[src/rtl/imem_pkg.sv]
// Shared definitions for the instruction-memory arbiter: FSM encodings and
// the largest IROM read latency the wait counter is sized for.
package imem_pkg;

    typedef enum logic [1:0] {
        IDLE    = 2'd0,
        ISSUE   = 2'd1,
        WAIT    = 2'd2,
        DELIVER = 2'd3
    } imem_state_t;

    localparam int ROM_LAT_MAX = 4;

endpackage

[src/rtl/imem_arbiter_if.sv]
// Core-array and IROM signals of the instruction-memory arbiter.
// The arbiter takes the slave modport; the core array/IROM side takes the master modport.
interface imem_arbiter_if #(
    parameter int NCORES = 4,
    parameter int AW     = 8,
    parameter int DW     = 8
);

    logic [NCORES-1:0]    core_req;
    logic [NCORES-1:0]    core_halt;
    logic [NCORES*AW-1:0] core_pc;
    logic [DW-1:0]        rom_data;
    logic                 rom_en;
    logic [AW-1:0]        rom_addr;
    logic [NCORES*DW-1:0] core_ins;
    logic [NCORES-1:0]    core_av;
    logic                 busy;

    modport slave (
        input  core_req, core_halt, core_pc, rom_data,
        output rom_en, rom_addr, core_ins, core_av, busy
    );

    modport master (
        output core_req, core_halt, core_pc, rom_data,
        input  rom_en, rom_addr, core_ins, core_av, busy
    );

endinterface

[src/rtl/rr_pick.sv]
// Round-robin first-set-bit finder: returns the first set bit of mask found by
// searching upward from ptr and wrapping around at N.
module rr_pick #(
    parameter int N  = 4,
    parameter int PW = (N > 1) ? $clog2(N) : 1
) (
    input  logic [N-1:0]  mask,
    input  logic [PW-1:0] ptr,
    output logic [PW-1:0] idx,
    output logic          found
);

    logic [PW:0] j;

    // Walk from the farthest candidate back to ptr so the nearest set bit wins.
    always_comb begin
        idx   = '0;
        found = |mask;
        j     = '0;
        for (int k = N - 1; k >= 0; k--) begin
            j = {1'b0, ptr} + (PW+1)'(k);
            if (j >= (PW+1)'(N)) begin
                j = j - (PW+1)'(N);
            end
            if (mask[j[PW-1:0]]) begin
                idx = j[PW-1:0];
            end
        end
    end

endmodule

[src/rtl/imem_arbiter.sv]
// Shares one single-port IROM among NCORES cores: identical-PC requests are merged
// into one broadcast fetch, and divergent PCs are served in round-robin order.
//
// state   | meaning
// IDLE    | waiting for the issue condition; leader, grant mask and address latched here
// ISSUE   | rom_en pulse ends; wait counter loaded with ROM_LAT-1
// WAIT    | down-counting the remaining IROM latency
// DELIVER | rom_data written to granted slots, core_av pulsed, rr_ptr advanced
module imem_arbiter
    import imem_pkg::*;
#(
    parameter int NCORES   = 4,
    parameter int AW       = 8,
    parameter int DW       = 8,
    parameter int ROM_LAT  = 1,
    parameter int LOCKSTEP = 1
) (
    input  logic           Clk,
    input  logic           Rst_n,
    imem_arbiter_if.slave  bus
);

    localparam int PW = $clog2(NCORES);
    localparam int CW = $clog2(ROM_LAT_MAX);

    imem_state_t          state;
    logic [PW-1:0]        rr_ptr;
    logic [PW-1:0]        leader;
    logic [NCORES-1:0]    grant;
    logic [CW-1:0]        cnt;
    logic                 rom_en_q;
    logic [AW-1:0]        rom_addr_q;
    logic [NCORES*DW-1:0] core_ins_q;
    logic [NCORES-1:0]    core_av_q;

    logic [NCORES-1:0]    active;
    logic [NCORES-1:0]    match;
    logic [AW-1:0]        pc [NCORES];
    logic [AW-1:0]        leader_pc;
    logic [PW-1:0]        pick_idx;
    logic                 pick_found;
    logic                 issue;

    assign active = bus.core_req & ~bus.core_halt;

    rr_pick #(
        .N  (NCORES),
        .PW (PW)
    ) u_rr_pick (
        .mask  (active),
        .ptr   (rr_ptr),
        .idx   (pick_idx),
        .found (pick_found)
    );

    always_comb begin
        for (int i = 0; i < NCORES; i++) begin
            pc[i] = bus.core_pc[i*AW +: AW];
        end
    end

    assign leader_pc = pc[pick_idx];

    // Every active core sitting on the leader's PC joins the broadcast fetch.
    always_comb begin
        match = '0;
        for (int i = 0; i < NCORES; i++) begin
            match[i] = active[i] && (pc[i] == leader_pc);
        end
    end

    generate
        if (LOCKSTEP != 0) begin : g_lockstep
            assign issue = pick_found && (active == ~bus.core_halt) && (|(~bus.core_halt));
        end else begin : g_free
            assign issue = pick_found;
        end
    endgenerate

    always_ff @(negedge Clk or negedge Rst_n) begin
        if (!Rst_n) begin
            state      <= IDLE;
            rr_ptr     <= '0;
            leader     <= '0;
            grant      <= '0;
            cnt        <= '0;
            rom_en_q   <= 1'b0;
            rom_addr_q <= '0;
            core_ins_q <= '0;
            core_av_q  <= '0;
        end else begin
            case (state)
                IDLE: begin
                    core_av_q <= '0;
                    rom_en_q  <= 1'b0;
                    if (issue) begin
                        leader     <= pick_idx;
                        grant      <= match;
                        rom_addr_q <= leader_pc;
                        rom_en_q   <= 1'b1;
                        state      <= ISSUE;
                    end
                end
                ISSUE: begin
                    rom_en_q <= 1'b0;
                    cnt      <= CW'(ROM_LAT - 1);
                    state    <= (ROM_LAT == 1) ? DELIVER : WAIT;
                end
                WAIT: begin
                    cnt <= cnt - 1'b1;
                    if (cnt == CW'(1)) begin
                        state <= DELIVER;
                    end
                end
                DELIVER: begin
                    // A core halted mid-fetch still gets its slot written, just no pulse.
                    for (int i = 0; i < NCORES; i++) begin
                        if (grant[i]) begin
                            core_ins_q[i*DW +: DW] <= bus.rom_data;
                        end
                    end
                    core_av_q <= grant & ~bus.core_halt;
                    rr_ptr    <= (leader == PW'(NCORES - 1)) ? '0 : leader + PW'(1);
                    state     <= IDLE;
                end
                default: state <= IDLE;
            endcase
        end
    end

    assign bus.rom_en   = rom_en_q;
    assign bus.rom_addr = rom_addr_q;
    assign bus.core_ins = core_ins_q;
    assign bus.core_av  = core_av_q;
    assign bus.busy     = (state != IDLE);

endmodule

[src/flat_wrapper.sv]
// flat-port wrapper written by rule: the top's interface ports become plain ports
module imem_arbiter_flat import imem_pkg::*;
#(
    parameter int NCORES   = 4,
    parameter int AW       = 8,
    parameter int DW       = 8,
    parameter int ROM_LAT  = 1,
    parameter int LOCKSTEP = 1
)
  (Clk, Rst_n, bus_core_req, bus_core_halt, bus_core_pc, bus_rom_data, bus_rom_en, bus_rom_addr, bus_core_ins, bus_core_av, bus_busy);
  imem_arbiter_if #(.NCORES(NCORES), .AW(AW), .DW(DW)) bus_i ();
  input  logic Clk;
  input  logic Rst_n;
  input wire logic [$bits(bus_i.core_req)-1:0] bus_core_req;
  input wire logic [$bits(bus_i.core_halt)-1:0] bus_core_halt;
  input wire logic [$bits(bus_i.core_pc)-1:0] bus_core_pc;
  input wire logic [$bits(bus_i.rom_data)-1:0] bus_rom_data;
  output wire logic [$bits(bus_i.rom_en)-1:0] bus_rom_en;
  output wire logic [$bits(bus_i.rom_addr)-1:0] bus_rom_addr;
  output wire logic [$bits(bus_i.core_ins)-1:0] bus_core_ins;
  output wire logic [$bits(bus_i.core_av)-1:0] bus_core_av;
  output wire logic [$bits(bus_i.busy)-1:0] bus_busy;
  assign bus_i.core_req = bus_core_req;
  assign bus_i.core_halt = bus_core_halt;
  assign bus_i.core_pc = bus_core_pc;
  assign bus_i.rom_data = bus_rom_data;
  assign bus_rom_en = bus_i.rom_en;
  assign bus_rom_addr = bus_i.rom_addr;
  assign bus_core_ins = bus_i.core_ins;
  assign bus_core_av = bus_i.core_av;
  assign bus_busy = bus_i.busy;
  imem_arbiter #(.NCORES(NCORES), .AW(AW), .DW(DW), .ROM_LAT(ROM_LAT), .LOCKSTEP(LOCKSTEP)) u_core (.Clk(Clk), .Rst_n(Rst_n), .bus(bus_i));
endmodule
[config.mk]
export PLATFORM = sky130hd
export DESIGN_NAME = imem_arbiter_flat
export DESIGN_NICKNAME = d
export VERILOG_FILES = /design/src/rtl/imem_pkg.sv /design/src/rtl/imem_arbiter_if.sv /design/src/rtl/rr_pick.sv /design/src/rtl/imem_arbiter.sv /design/src/flat_wrapper.sv
export SDC_FILE = /design/constraint.sdc
export NUM_CORES = 1
export LEC_CHECK = 0
export ABC_AREA = 1
export ABC_CLOCK_PERIOD_IN_PS = 2200
export CORE_MARGIN = 3
export CORE_UTILIZATION = 40
export DETAILED_ROUTE_END_ITERATION = 10
export PLACE_DENSITY_LB_ADDON = 0.1
export SYNTH_ARGS = -nofsm -noshare
export SYNTH_HDL_FRONTEND = slang
export SYNTH_HIERARCHICAL = 1
export SYNTH_SLANG_ARGS = --single-unit
[constraint.sdc]
create_clock -name Clk -period 2.2 [get_ports Clk]
set_input_delay 0.66 -clock Clk [delete_from_list [all_inputs] [get_ports Clk]]
set_output_delay 0.66 -clock Clk [all_outputs]
set_load 0.02 [all_outputs]
==> qor.yml <==
global_routing:
  grtUsageTotal: 0.221
  grt_pass1_wl_mm: 17.6
  antenna_found_initial: 0
  gr-total-overflow: 0
  grt_start_max_net_pins: 36
  grt_pass1_vias: 3737
power:
  p_leak_nw: 3.09
  power_mw: 9.63
  netSwitchingPower_mw: 4.41
  internal-power_mw: 5.22
  combPwrFrac: 0.724
  sequentialPowerShare: 0.161
  power_density_nw_per_um2: 1590
  switching_share: 0.458
  clockPowerShare: 0.115
  ir_worst_vdd_mv: 1.04
worst_setup_path:
  arrival_ns: 2.46
  reg2reg_to: "u_core/grant[2]"
  r2r-start: "u_core/rr_ptr[0]"
  cp-end-kind: "register"
  critPathSlowestCell: "xnor2_2"
  cpMostUsedCell: "nand2_1"
  worstPathBufferInverterCount: 6
  crit_path_max_fanout: 8
  path_cells: "buf_6 -> nor2_4 -> inv_2 -> nand2_2 -> nand3_2 -> nand2_1 -> nand2_2 -> nand2_1 -> nand2_1 -> nand2_1 -> inv_2 -> buf_8 -> inv_8 -> buf_6 -> nand2_2 -> nand3_4 -> nand2_8 -> xnor2_2 -> nor2_1 -> nand3_1 -> nand2_1"
  required_ns: 1.28
  worstSetupPathType: "in -> reg"
  worst-r2r-setup-slack_ns: -0.29
  rr_worst_depth: 20
  startpoint_type: "input pin"
  path_delay_family: "simple AND/OR/NAND/NOR gates"
  critPathMaxStageDelay_ns: 0.15
cts:
  root_buffer: "clkbuf_8"
  tritoncts: "yes"
  clock_sinks: 57
  path_clk_slew_ns: 0.05
  cts_buffer_depth: 2
  htreeDepth: 3
  clk_latency_ns: 0.33
  cts_hold_buf: 0
  cts_buffers: 9
floorplanning:
  die_w_um: 99.0
  rows: 33
  pin_count: 96
  initial_utilization: 0.417
  coreArea_um2: 8300
  die_y_um: 99.0
  die-area_um2: 9800
routing:
  drc: 0
  antenna_left: 0
  firstDrtPassIters: 4
  drt_wl_total_mm: 10.6
  vias_per_cell: 4.82
  vias: 3702
  post_drt_wl_per_cell_um: 13.8
  drt_iter0_drc: 201
final_layout:
  multi_input_area_um2: 2140
  num_antenna_cells: 0
  final_cells: 768
  drive_gt1_frac: 0.422
  regArea_um2: 1430
  syn_to_final_growth_pct: 74.9
  fin_nets: 715
  fillers: 621
synth:
  yosysMostFrequentCell: "nand2_1"
  synth-seq-cells: 57
  ys.flop_type: "dfrtn_1"
  synth-edff-count: 0
  yosys.area.top_type_share: 0.412
  yosysTopAreaCell: "dfrtn_1"
  avgSynthCellArea_um2: 7.39
  netlist_top_cells_count: "nand2_1, dfrtn_1, inv_1"
  synth_nets: 525
  syn_inst: 468
  netlist_top_cells_area: "dfrtn_1, nand2_1, o21ai_0"
  ys.warnings.count: 6
  syn-cell-area_um2: 3460
  yosysSeqAreaShare: 0.412
  synth_async_sr_flop_share: 1.00
  synth_cell_types: 27
timing:
  skew_ns: 0.00621
  rsz0062_at_grt: "true"
  fin_ws_ns: -1.18
  slew_viol_final: 0
  final-setup-viol-count: 63
  tns_ns: -36.00
  finalHoldViolCount: 0
  relSlewSlack: 0.572
  tightest_slew_ns: 0.640
  hold_slack_ns: 0.413
placed_design:
  port_buffers: 95
  gp_congestion: 0.828
  hpwl_mm: 7.42
  dp_slack_ns: -2.11
  numPlacedInstances: 726
job:
  cap_violations: 0
worst_hold_path:
  holdPathStages: 1
  hp-start: "u_core/cnt[0]"
  holdPathEnd: "u_core/cnt[0]"
  hp-class: "reg -> reg"
run_status:
  violations: "negative setup slack"
  status: "complete, but fails checks"
## routing by layer
| layer | routed length (µm) | GRT usage |
|---|---|---|
| met1 | 4570 | 0.275 |
| met2 | 5400 | 0.393 |
| met3 | 467 | 0.0495 |
| met4 | 158 | 0.0452 |
| met5 | 0 | 0 |
## power by group through the flow
stage	Clock [mW]	Combinational, mW	Sequential [mW]
floorplan	0	3.12	1.72
global placement	0	5.08	1.51
detailed placement	0	5.20	1.52
CTS	1.13	6.26	1.55
global route	1.18	7.58	1.58
finish	1.10	6.97	1.55
## through the flow
| step | util | area (µm²) |
|---|---|---|
| final | 0.729 | 6050 |
| after global routing | 0.729 | 6050 |
| after CTS | 0.694 | 5760 |
| after detailed placement | 0.616 | 5110 |
| after global placement | 0.616 | 5110 |
| after floorplan | - | 3540 |
## how the worst max path moves through the flow
stage                     start         endpoint  slack [ns]  cells past startpoint
3_3_place_gp    bus_core_req[3]  u_core/grant[1]       -2.01                     25
3_5_place_dp    bus_core_req[3]  u_core/grant[1]       -2.11                     25
6_report       bus_core_halt[3]  u_core/grant[2]       -1.18                     21
2_1_floorplan   bus_core_req[3]  u_core/grant[1]       -1.17                     22
4_1_cts        bus_core_halt[0]  u_core/grant[2]       -1.09                     22
5_1_grt        bus_core_halt[2]  u_core/grant[2]       -1.29                     22
## registers in the layout, summed over array words and instances, names as in the netlist
signal / count
u_core/bus.core_ins: 32
u_core/bus.rom_en: 1
u_core/grant: 4
u_core/bus.core_av: 4
u_core/bus.rom_addr: 8
u_core/rr_ptr: 2
u_core/cnt: 2
u_core/state: 2
u_core/leader: 2
## area by class of cell
type                    count  area share
multi-input cells         349       0.354
repair buffers            189       0.306
flip-flops and latches     57       0.236
inverters                  51      0.0414
clock buffers              10      0.0228
well taps                 105      0.0217
clock inverters             6      0.0151
repair inverters            1     0.00269
## cell usage in the layout, fill, tap and decap left out, types with 15 or more instances in the layout
cell and n:
nor2_1 15, nand2_1 153, buf_4 78, inv_1 26
inv_2 19, o21ai_0 17, clkdlybuf4s50_1 36, buf_6 60
o21ai_1 24, nand2_2 28, dfrtn_1 57, nand3_1 24
nand3_4 15
## cells by family after synthesis
logic type / after synthesis / synth area share
XOR/XNOR: 6 / 0.0152
adder cells (fa/ha/maj): 7 / 0.0253
flip-flops: 57 / 0.412
buffers and inverters: 62 / 0.0828
multiplexers: 2 / 0.00651
AND/OR/NAND/NOR: 280 / 0.375
AO/OA/AOI/OAI: 54 / 0.0828
## repair_timing
item                       in CTS  in global routing
pin swaps                      27                 14
gates resized for setup       390                 68
cloned                          1                  0
setup endpoints to repair      77                 92
setup buffers                  12                 15
Power figures use the tool's default switching activity.
==> variant: new RTL, same settings <==
`LOCKSTEP` is set to 1 in 2 places; all go to 0.
--- a/src/rtl/imem_arbiter.sv
+++ b/src/rtl/imem_arbiter.sv
@@ -13,7 +13,7 @@
     parameter int AW       = 8,
     parameter int DW       = 8,
     parameter int ROM_LAT  = 1,
-    parameter int LOCKSTEP = 1
+    parameter int LOCKSTEP = 0
 ) (
     input  logic           Clk,
     input  logic           Rst_n,
--- a/src/flat_wrapper.sv
+++ b/src/flat_wrapper.sv
@@ -5,7 +5,7 @@
     parameter int AW       = 8,
     parameter int DW       = 8,
     parameter int ROM_LAT  = 1,
-    parameter int LOCKSTEP = 1
+    parameter int LOCKSTEP = 0
 )
   (Clk, Rst_n, bus_core_req, bus_core_halt, bus_core_pc, bus_rom_data, bus_rom_en, bus_rom_addr, bus_core_ins, bus_core_av, bus_busy);
   imem_arbiter_if #(.NCORES(NCORES), .AW(AW), .DW(DW)) bus_i ();
Formal check against the unedited RTL: not equivalent (a bounded check fails within 4 cycles, from zero or initial values and one cycle with Rst_n low).
==> variant against the original RTL <==
- the run still ends with setup timing left
- first-iteration DRC count rose by 48%
- die area fell by 2.2%
- sequential cell count did not move
- worst setup slack got worse by 0.11 ns
- routed wire length rose by 19%
- critical path type unchanged
- design area rose by 4.5%
- power rose by 18%
- synthesized area fell by 2.3%
==> variant: results (changes against the original RTL) <==
.. list-table::
   :header-rows: 1

   * - Metric
     - Value
   * - Outcome
     - finished, violations left
   * - Failing checks
     - setup timing
   * - R2R depth
     - 17 (-15%)
   * - Global-route wire length before repair
     - 18900 um (+7.0%)
   * - Setup Viol. Count Final
     - 63 (unchanged)
   * - Wirelength, routed
     - 12600 um (+19%)
   * - Source of the worst register-to-register timing path
     - u_core/rr_ptr[1]$_DFFE_NN0P_
   * - Vias after detailed routing
     - 4112 (+11%)
   * - RePlAce Congestion
     - 0.872 (+5.3%)
   * - Maximum resistive drop on vdd
     - 1.11 mV (+6.5%)
   * - DP Wirelength
     - 7750 um (+4.4%)
   * - Setup WS post-layout
     - -1.29 ns (-0.107 ns)
   * - List of most frequent post-synthesis cells
     - nand2_1 (177), dfrtn_1 (57), o21ai_0 (46), inv_1 (39), nor2_1 (30)
   * - Post-Place Worst Slack
     - -2.02 ns (+0.0902 ns)
   * - Distinct cell type count of the synthesized netlist
     - 28 (+3.7%)
   * - First drt pass iteration count
     - 5 (+1)
   * - Number of nets produced by synthesis
     - 516 (-1.7%)
   * - Leakage power
     - 3.22 nW (+4.3%)
   * - Total global-route track usage
     - 0.241 (+0.0198)
   * - Largest cells by area after synthesis
     - dfrtn_1 (42%), nand2_1 (20%), o21ai_0 (6.8%)
   * - Ratio of cells with drive above 1 in the final layout
     - 0.489 (+0.0668)
   * - Largest fanout of any net on the critical path
     - 4 (-4)
   * - Crit path arrival time
     - 2.55 ns (+0.09 ns)
   * - Switching portion of total power
     - 0.475 (+0.0173)
   * - Total cell area at the placement stage
     - 5070 um^2 (-0.88%)
==> variant: worst paths after layout <==
| path | to | slack, ns |
|---|---|---|
| hold reg to reg | u_core/cnt[0]$_DFFE_NN0P_ | 0.43 |
| max in group asynchronous | u_core/bus.rom_addr[5]$_DFFE_NN0P_ | 0.56 |
| setup reg to reg | u_core/grant[3]$_DFFE_NN0P_ | -0.23 |
| min in group asynchronous | u_core/bus.rom_addr[7]$_DFFE_NN0P_ | 1.17 |
| hold / removal | u_core/cnt[0]$_DFFE_NN0P_ | 0.43 |
| setup / recovery | u_core/grant[3]$_DFFE_NN0P_ | -1.29 |
==> variant: cell families after synthesis <==
logic type / synth area share
buffers and inverters: 0.0719
AO/OA/AOI/OAI: 0.0930
multiplexers: 0.00667
flip-flops: 0.422
AND/OR/NAND/NOR: 0.373
adder cells (fa/ha/maj): 0.0259
XOR/XNOR: 0.00778
==> variant: layout make-up <==
type	count	area, um^2
clock buffers	10	138
clock inverters	4	45.0
fillers	524	1650
inverters	41	216
multi-input cells	349	2200
flip-flops and latches	57	1430
well taps	102	128
repair buffers	228	2150
repair inverters	2	18.8
==> variant: repair_timing <==
| item | CTS | global route |
|---|---|---|
| setup buffers | 27 | 31 |
| endpoints found under the setup margin | 95 | 82 |
| hold buffers | 0 | 0 |
| pin swaps | 49 | 41 |
| resized for setup | 425 | 67 |
| cloned | 4 | 0 |
==> variant: power groups by stage <==
| stage | Sequential, mW | Combinational (mW) | Clock, mW |
|---|---|---|---|
| 6_report | 1.58 | 8.85 | 0.940 |
| 5_1_grt | 1.61 | 9.46 | 1.00 |
| 4_1_cts | 1.57 | 7.78 | 0.959 |
| 3_5_place_dp | 1.54 | 5.75 | 0 |
| 3_3_place_gp | 1.54 | 5.65 | 0 |
| 2_1_floorplan | 1.80 | 3.34 | 0 |
==> variant: layer usage <==
layer / vias up / global-route usage / part of all wire
li1: 1942 / - / -
met1: 1962 / 0.308 / 0.39
met2: 179 / 0.408 / 0.51
met3: 29 / 0.0607 / 0.076
met4: 0 / 0.0639 / 0.024
met5: - / 0 / 0
==> variant: worst max-delay path, delay by kind of cell <==
| kind | cells | cell delay [ns] |
|---|---|---|
| AOI/OAI and AO/OA | 1 | 0.06 |
| buffers and inverters | 6 | 0.67 |
| and+or+nand+nor | 13 | 1.15 |
==> variant: through the flow <==
stage / std cells / hold WS, ns / setup TNS (ns)
after floorplan: 459 / 0.385 / -16.51
after global placement: 722 / 0.402 / -66.44
after detailed placement: 722 / 0.422 / -67.63
after CTS: 765 / 0.426 / -35.75
after global routing: 793 / 0.447 / -39.54
final: 793 / 0.430 / -37.14
